===== config.mk =====
export PLATFORM = sky130hd
export DESIGN_NAME = gemm_tile_scheduler
export DESIGN_NICKNAME = d
export VERILOG_FILES = /design/src/rtl/gemm_tile_scheduler.sv
export SDC_FILE = /design/constraint.sdc
export NUM_CORES = 1
export LEC_CHECK = 0
export ABC_AREA = 1
export BUFFER_PORTS_ARGS = -buffer_cell sky130_fd_sc_hd__clkbuf_2
export CORE_UTILIZATION = 53
export DETAILED_ROUTE_END_ITERATION = 10
export PLACE_DENSITY = 0.8
export REMOVE_ABC_BUFFERS = 1
export SLEW_MARGIN = 10
export SYNTH_ARGS = -nofsm -noshare
export SYNTH_HDL_FRONTEND = slang
export SYNTH_SLANG_ARGS = --single-unit

===== constraint.sdc =====
create_clock -name clk -period 5.6 [get_ports clk]
set_clock_uncertainty 0.1 [all_clocks]
set_input_delay 1.12 -clock clk [delete_from_list [all_inputs] [get_ports clk]]
set_output_delay 1.12 -clock clk [all_outputs]
set_load 0.01 [all_outputs]

===== src/rtl/gemm_tile_scheduler.sv =====
// gemm_tile_scheduler: walks the output tiles and K-slices of a tiled GEMM
// (n outermost, m middle, k innermost) and issues one tile command at a time
// to a ROWS x COLS systolic array. After the array reports tile_done on the
// last K-slice, it requests writeback of that output tile.
// Optional build macro GEMM_SCHED_PERF_EN adds three 32-bit saturating
// performance counters (command stall, wait, writeback stall).
module gemm_tile_scheduler #(
  parameter int ROWS    = 16,
  parameter int COLS    = 16,
  parameter int K_TILE  = 16,
  parameter int M_TOTAL = 3136,
  parameter int N_TOTAL = 64,
  parameter int K_TOTAL = 147,
  parameter int MW      = $clog2(M_TOTAL+1),
  parameter int NW      = $clog2(N_TOTAL+1),
  parameter int KW      = $clog2(K_TOTAL+1)
) (
  input  logic                       clk,
  input  logic                       rst,
  input  logic                       start,
  input  logic                       abort,
  output logic                       busy,
  output logic                       done,
  output logic                       cmd_valid,
  input  logic                       cmd_ready,
  output logic [MW-1:0]              cmd_m_base,
  output logic [NW-1:0]              cmd_n_base,
  output logic [KW-1:0]              cmd_k_base,
  output logic [$clog2(ROWS+1)-1:0]  cmd_m_len,
  output logic [$clog2(COLS+1)-1:0]  cmd_n_len,
  output logic [$clog2(K_TILE+1)-1:0] cmd_k_len,
  output logic                       cmd_first_k,
  output logic                       cmd_last_k,
  input  logic                       tile_done,
  output logic                       wb_valid,
  input  logic                       wb_ready
`ifdef GEMM_SCHED_PERF_EN
  ,
  output logic [31:0]                perf_cmd_stall,
  output logic [31:0]                perf_wait,
  output logic [31:0]                perf_wb_stall
`endif
);

  localparam int MLW = $clog2(ROWS+1);
  localparam int NLW = $clog2(COLS+1);
  localparam int KLW = $clog2(K_TILE+1);

  typedef enum logic [2:0] {
    S_IDLE,
    S_ISSUE,
    S_WAIT,
    S_WB,
    S_DONE
  } state_t;

  state_t state_q, state_d;

  logic [MW-1:0]  m_base_q, m_base_d;
  logic [NW-1:0]  n_base_q, n_base_d;
  logic [KW-1:0]  k_base_q, k_base_d;
  logic [MLW-1:0] m_len_q, m_len_d;
  logic [NLW-1:0] n_len_q, n_len_d;
  logic [KLW-1:0] k_len_q, k_len_d;
  logic           first_k_q, first_k_d;
  logic           last_k_q, last_k_d;

  logic           last_m, last_n;
  logic [31:0]    m_rem_d, n_rem_d, k_rem_d;

  // Current tile is the last one along M / N.
  always_comb begin
    last_m = (32'(m_base_q) + 32'(ROWS)) >= 32'(M_TOTAL);
    last_n = (32'(n_base_q) + 32'(COLS)) >= 32'(N_TOTAL);
  end

  // Next-state and tile/slice coordinate sequencing; abort overrides all.
  always_comb begin
    state_d  = state_q;
    m_base_d = m_base_q;
    n_base_d = n_base_q;
    k_base_d = k_base_q;
    case (state_q)
      S_IDLE: begin
        if (start) begin
          state_d  = S_ISSUE;
          m_base_d = '0;
          n_base_d = '0;
          k_base_d = '0;
        end
      end
      S_ISSUE: begin
        if (cmd_ready) state_d = S_WAIT;
      end
      S_WAIT: begin
        if (tile_done) begin
          if (last_k_q) begin
            state_d = S_WB;
          end else begin
            k_base_d = KW'(32'(k_base_q) + 32'(K_TILE));
            state_d  = S_ISSUE;
          end
        end
      end
      S_WB: begin
        if (wb_ready) begin
          if (last_m && last_n) begin
            state_d = S_DONE;
          end else begin
            state_d  = S_ISSUE;
            k_base_d = '0;
            if (last_m) begin
              m_base_d = '0;
              n_base_d = NW'(32'(n_base_q) + 32'(COLS));
            end else begin
              m_base_d = MW'(32'(m_base_q) + 32'(ROWS));
            end
          end
        end
      end
      S_DONE: state_d = S_IDLE;
      default: state_d = S_IDLE;
    endcase
    if (abort) state_d = S_IDLE;
  end

  // Command fields are computed from the next coordinates so they can be
  // registered; they stay zero until the first pass leaves IDLE.
  always_comb begin
    m_rem_d   = 32'(M_TOTAL) - 32'(m_base_d);
    n_rem_d   = 32'(N_TOTAL) - 32'(n_base_d);
    k_rem_d   = 32'(K_TOTAL) - 32'(k_base_d);
    m_len_d   = '0;
    n_len_d   = '0;
    k_len_d   = '0;
    first_k_d = 1'b0;
    last_k_d  = 1'b0;
    if (state_d != S_IDLE) begin
      m_len_d   = (m_rem_d >= 32'(ROWS))   ? MLW'(ROWS)   : MLW'(m_rem_d);
      n_len_d   = (n_rem_d >= 32'(COLS))   ? NLW'(COLS)   : NLW'(n_rem_d);
      k_len_d   = (k_rem_d >= 32'(K_TILE)) ? KLW'(K_TILE) : KLW'(k_rem_d);
      first_k_d = (k_base_d == '0);
      last_k_d  = (32'(k_base_d) + 32'(K_TILE)) >= 32'(K_TOTAL);
    end
  end

  // State, coordinate and command-field registers.
  always_ff @(posedge clk or posedge rst) begin
    if (rst) begin
      state_q   <= S_IDLE;
      m_base_q  <= '0;
      n_base_q  <= '0;
      k_base_q  <= '0;
      m_len_q   <= '0;
      n_len_q   <= '0;
      k_len_q   <= '0;
      first_k_q <= 1'b0;
      last_k_q  <= 1'b0;
    end else begin
      state_q   <= state_d;
      m_base_q  <= m_base_d;
      n_base_q  <= n_base_d;
      k_base_q  <= k_base_d;
      m_len_q   <= m_len_d;
      n_len_q   <= n_len_d;
      k_len_q   <= k_len_d;
      first_k_q <= first_k_d;
      last_k_q  <= last_k_d;
    end
  end

  assign busy        = (state_q != S_IDLE);
  assign done        = (state_q == S_DONE);
  assign cmd_valid   = (state_q == S_ISSUE);
  assign wb_valid    = (state_q == S_WB);
  assign cmd_m_base  = m_base_q;
  assign cmd_n_base  = n_base_q;
  assign cmd_k_base  = k_base_q;
  assign cmd_m_len   = m_len_q;
  assign cmd_n_len   = n_len_q;
  assign cmd_k_len   = k_len_q;
  assign cmd_first_k = first_k_q;
  assign cmd_last_k  = last_k_q;

`ifdef GEMM_SCHED_PERF_EN
  logic        start_acc;
  logic [31:0] stall_q, wait_q, wbst_q;

  assign start_acc = (state_q == S_IDLE) && start && !abort;

  // Saturating stall/wait counters, cleared on an accepted start.
  always_ff @(posedge clk or posedge rst) begin
    if (rst) begin
      stall_q <= '0;
      wait_q  <= '0;
      wbst_q  <= '0;
    end else if (start_acc) begin
      stall_q <= '0;
      wait_q  <= '0;
      wbst_q  <= '0;
    end else begin
      if ((state_q == S_ISSUE) && !cmd_ready && (stall_q != '1)) stall_q <= stall_q + 32'd1;
      if ((state_q == S_WAIT) && (wait_q != '1))                 wait_q  <= wait_q + 32'd1;
      if ((state_q == S_WB) && !wb_ready && (wbst_q != '1))      wbst_q  <= wbst_q + 32'd1;
    end
  end

  assign perf_cmd_stall = stall_q;
  assign perf_wait      = wait_q;
  assign perf_wb_stall  = wbst_q;
`endif

endmodule

## Word level (Yosys, flattened, before mapping)

Cells that the tools add are included.

- Equal/unequal tests: 4
- Reduce and logical (&&, ||, !) cells: 5
- $lt $le $gt $ge: 6
- Muxes and demuxes: 32
- Add/subtract/negate cells: 7

Operator list:

| operator | count |
|---|---|
| $ge 32x5->1 const B | 3 |
| $mux 12 | 4 |
| $mux 8 | 5 |
| $ge 32x12->1 const B | 1 |
| $ge 32x7->1 const B | 1 |
| $mux 5 | 6 |
| $mux 7 | 4 |
| $pmux 12 s2 | 1 |
| $pmux 8 s3 | 1 |
| $mux 3 | 6 |
| $pmux 7 s2 | 1 |
| $add 12x5->13 const B | 1 |
| $sub 12x12->13 const A | 1 |
| $pmux 3 s4 | 1 |
| $add 8x5->9 const B | 1 |
| $ge 9x8->1 const B | 1 |
| $sub 8x8->9 const A | 1 |
| $add 7x5->8 const B | 1 |
| $add 8x5->8 const B | 1 |
| $logic_not 8->1 | 1 |
| $sub 7x7->8 const A | 1 |
| $eq 3x2->1 const B | 2 |
| $reduce_bool 3->1 | 2 |
| $eq 3x1->1 const B | 1 |
| 5 further kinds | 6 |

- Bits of input ports: 7
- Register bits after elaboration: 47

## Depth between registers and ports, before layout

- Depth in word-level cells: 10
- Depth in mapped cells: 26
- Depth with buffers taken out: 26

## Worst setup path after synthesis

No wires, ideal clock.

- Path type: flip-flop to flip-flop
- Start point: register m_base_q[4], in the netlist cmd_m_base[4]
- End point: register k_len_q[2], in the netlist cmd_k_len[2]
- Required time: 5.428 ns
- Cell stages (with the launch flop): 27
- Arrival: 2.715 ns
- Slack: 2.713 ns
- Cells stage by stage: dfrtp_1 ha_1 nand2_2 nor2_2 nand2_1 nand2_1 nand2_1 nor2_2 nand2_2 nand2_4 nand2_4 nand2_4 nand2_4 nand2_1 nand2_1 nand2_2 inv_1 ha_1 a21oi_1 inv_1 nand2_1 nand2_1 nand2_1 nand2_1 nor2_2 nand2_2 nor2_1

- Longest elaborated chain between the ends: 10
- Elaborated cells on any way between the ends: 15
- Those cells by class: add/sub: 2; order compare: 2; mux: 9; reduce/logical: 2

Ends and longest elaborated chain:

| element | line | text |
|---|---|---|
| start, declared | 59 | `logic [MW-1:0] m_base_q, m_base_d;` |
| start signal, assigned | 161 | `m_base_q <= m_base_d;` |
| $add 12x5->13 | - |  |
| $ge 32x12->1 | 73 | `last_m = (32'(m_base_q) + 32'(ROWS)) >= 32'(M_TOTAL);` |
| $logic_and 1x1->1 | 107 | `if (last_m && last_n) begin` |
| $mux 8 | 107 |  |
| $mux 8 | 106 | `if (wb_ready) begin` |
| $pmux 8 s3 | 83 | `case (state_q)` |
| via k_base_d[5] | 61 | `logic [KW-1:0] k_base_q, k_base_d;` |
| $sub 8x8->9 | 132 | `k_rem_d = 32'(K_TOTAL) - 32'(k_base_d);` |
| $ge 32x5->1 | 141 | `k_len_d = (k_rem_d >= 32'(K_TILE)) ? KLW'(K_TILE) : KLW'(k_rem_d);` |
| $mux 5 | 141 |  |
| $mux 5 | 138 | `if (state_d != S_IDLE) begin` |
| via k_len_d[2] | 64 | `logic [KLW-1:0] k_len_q, k_len_d;` |
| end signal, assigned | 166 | `k_len_q <= k_len_d;` |
| end, declared | 64 |  |

The timed path passes the listed nets, and every way through them passes these cells.

## Worst setup path in the final report

Ends and elaborated chain as after synthesis.

==> flow_summary.yaml <==
status:
  status: "finished clean"
synthesis:
  synthCells: 353
  synth_warnings: 0
  yosysTopAreaCell: "dfrtp_1"
  synthesis.area_sq_um: 2740
  synth_ff_type: "dfrtp_1"
  synth.most_common_cell: "nand2_1"
  async_reset_ff_frac: 1.00
  yosysTopAreaCellShare: 0.430
  yosys-top-cells-area: "dfrtp_1 43%, nand2_1 11%, inv_1 8.4%"
  ys_types: 34
  synth_area_per_cell_sq_um: 7.75
  synth_common_cells: "82 x nand2_1, 61 x inv_1, 47 x dfrtp_1"
  ys_seq_elements: 47
  seq_area_frac_synth: 0.430
  synth_edf_count: 0
sta:
  fin_tns_setup_ns: 0
  period_minus_slack_ns: 3.25
  max_freq_ghz: 0.308
  rsz0062_at_grt: "false"
  slew_headroom: 0.353
  period_share: 0.580
  hold_ws_ns: 0.449
  worst_pin_slew_ns: 0.969
  setup_viol: 0
  hold_viol_final: 0
  slew_violations: 0
critical_path:
  crit_buf_inv: 2
  crit_path_end_kind: "flop"
  critical_path_class: "reg2reg"
  r2r_slack_ns: 2.35
  r2r_cells: 26
  crit_path_start_kind: "flop"
  arrival_ns: 3.39
  critPathTopFamily: "simple AND/OR/NAND/NOR gates"
  crit_fanout: 6
  cp_data_required_time_ns: 5.74
  crit_slowest_cell: "dfrtp_1"
  regToRegStartpoint: "cmd_m_base[4]$_DFF_PP0_"
  critical_path.max_stage_delay_ns: 0.44
  path_common_cell: "nand2_1"
  rr_endpoint: "cmd_k_len[2]$_DFF_PP0_"
global_routing:
  top_usage_layer: "met2"
  grt_pass1_wl_mm: 9.98
  grt_max_degree: 48
  use_met1: 0.318
  use_met2: 0.369
  met3_usage: 0.0645
  grt_pass1_vias: 2244
  antenna_found_initial: 0
  grt.overflow.total: 0
  grt_util_all_layers: 0.242
min_path:
  holdPathEnd: "cmd_k_base[3]$_DFF_PP0_"
  min_path_type: "reg2reg"
  worstHoldStart: "cmd_k_base[3]$_DFF_PP0_"
  whs_path_depth: 2
finish:
  area_delta_synth_final_pct: 15.6
  final_util: 0.652
  drive_gt1_frac: 0.225
  insertedDiodeCount: 0
  nFillCells: 423
  nNetsFinal: 432
clocking:
  ctsResizeCount: 0
  htreeDepth: 2
  cts_buffer_depth: 2
  cts_tree: "yes"
  holdBufCountCts: 0
  clk_latency_ns: 0.31
  cts_setup_buffers: 0
  root_buffer: "clkbuf_8"
  path_clk_slew_ns: 0.09
  numCtsBuffers: 5
  cts.sinks: 47
routing:
  routedWlPerCell_microns: 12.5
  drt_iter0_markers: 200
  ant_nets: 0
  avgViaCountPerCell: 5.03
  wirelength_mm: 5.99
  detail_route.first_pass.iterations: 5
  vias: 2415
  drc: 0
power:
  total_leakage_power_nw: 1.85
  peakVddDrop_v: 0.000164
  p_per_area_nw_per_um2: 197
placement:
  io_buffers: 54
  dp_hpwl_mm: 4.58
  routabilityCongestion: 0.968
floorplan:
  io_pins: 55
  die_area_sq_um: 5450
  floorplan.initialDensity: 0.564
  core_sq_um: 4850
  row_count: 25
  fp.dieH_microns: 73.8
  die_w_microns: 73.8
run:
  drv_cap: 0
-- layer usage --
layer / wire, microns / vias to the layer above
met1: 2730 / 1074
met5: 0 / -
li1: - / 1233
met2: 2690 / 91
met4: 174 / 0
met3: 394 / 17
-- layout by cell type (no fill, tap or decap), drive strengths merged, types with 3 or more instances in the layout --
cell	n
nor2	41
nand2	96
o21ai	14
nand3	28
ha	13
dfrtp	47
a21oi	15
clkbuf	59
nand4	9
clkinv	3
nor3	6
inv	65
xnor2	3
-- stage by stage --
stage	total power, mW	cell area, sq um	setup slack, ns	instances
after floorplan	0.399	2720	2.71	351
after global placement	0.420	3070	2.42	472
after detailed placement	0.421	3070	2.32	472
after CTS	0.631	3160	2.39	480
after global routing	0.650	3160	1.97	480
final	0.624	3160	2.35	480
-- power by group --
group	switching, mW	internal, mW	leakage, nW
Clock	0.122	0.0881	0.0483
Combinational	0.0481	0.0186	1.15
Sequential	0.00330	0.344	0.651
Total	0.173	0.451	1.85
-- area by class of cell --
type / count / area, sq um / share of cell area
timing repair buffer: 54 / 270 / 0.0855
sequential: 47 / 1180 / 0.372
clock buffer: 5 / 68.8 / 0.0218
clock inverter: 3 / 18.8 / 0.00594
tap: 67 / 83.8 / 0.0265
multi-input combinational: 239 / 1300 / 0.411
inverter: 65 / 244 / 0.0772
-- flip-flops by register name (all words and copies together), names as in the netlist --
name         cells
cmd_first_k      1
cmd_m_len        5
cmd_k_base       8
cmd_n_len        5
cmd_last_k       1
state_q          3
cmd_k_len        5
cmd_n_base       7
cmd_m_base      12
-- worst max path at each step --
stage / to / cells after the start / from
floorplan: cmd_k_len[2]$_DFF_PP0_ / 26 / cmd_m_base[4]$_DFF_PP0_
finish: cmd_k_len[2]$_DFF_PP0_ / 26 / cmd_m_base[4]$_DFF_PP0_
global placement: cmd_k_len[0]$_DFF_PP0_ / 17 / start
detailed placement: cmd_k_len[2]$_DFF_PP0_ / 17 / start
global route: cmd_k_len[1]$_DFF_PP0_ / 26 / cmd_m_base[5]$_DFF_PP0_
CTS: cmd_k_len[2]$_DFF_PP0_ / 26 / cmd_m_base[4]$_DFF_PP0_
-- tightest hold or removal path: stages (launching register included) --
cell and delay, ns:
dfrtp_1 0.39, nand2_1 0.08, inv_1 0.05
-- cells by family (layout without fill, tap and decap cells) --
group | count (synthesis) | in the layout | share of synthesized area
buffers and inverters | 67 | 127 | 0.0947
AOI/OAI and AO/OA | 36 | 36 | 0.0796
xor gates and xnor gates | 5 | 5 | 0.0160
and+or+nand+nor | 185 | 185 | 0.320
DFF | 47 | 47 | 0.430
adders and majority gates | 13 | 13 | 0.0595
Power figures use the tool's default switching activity.
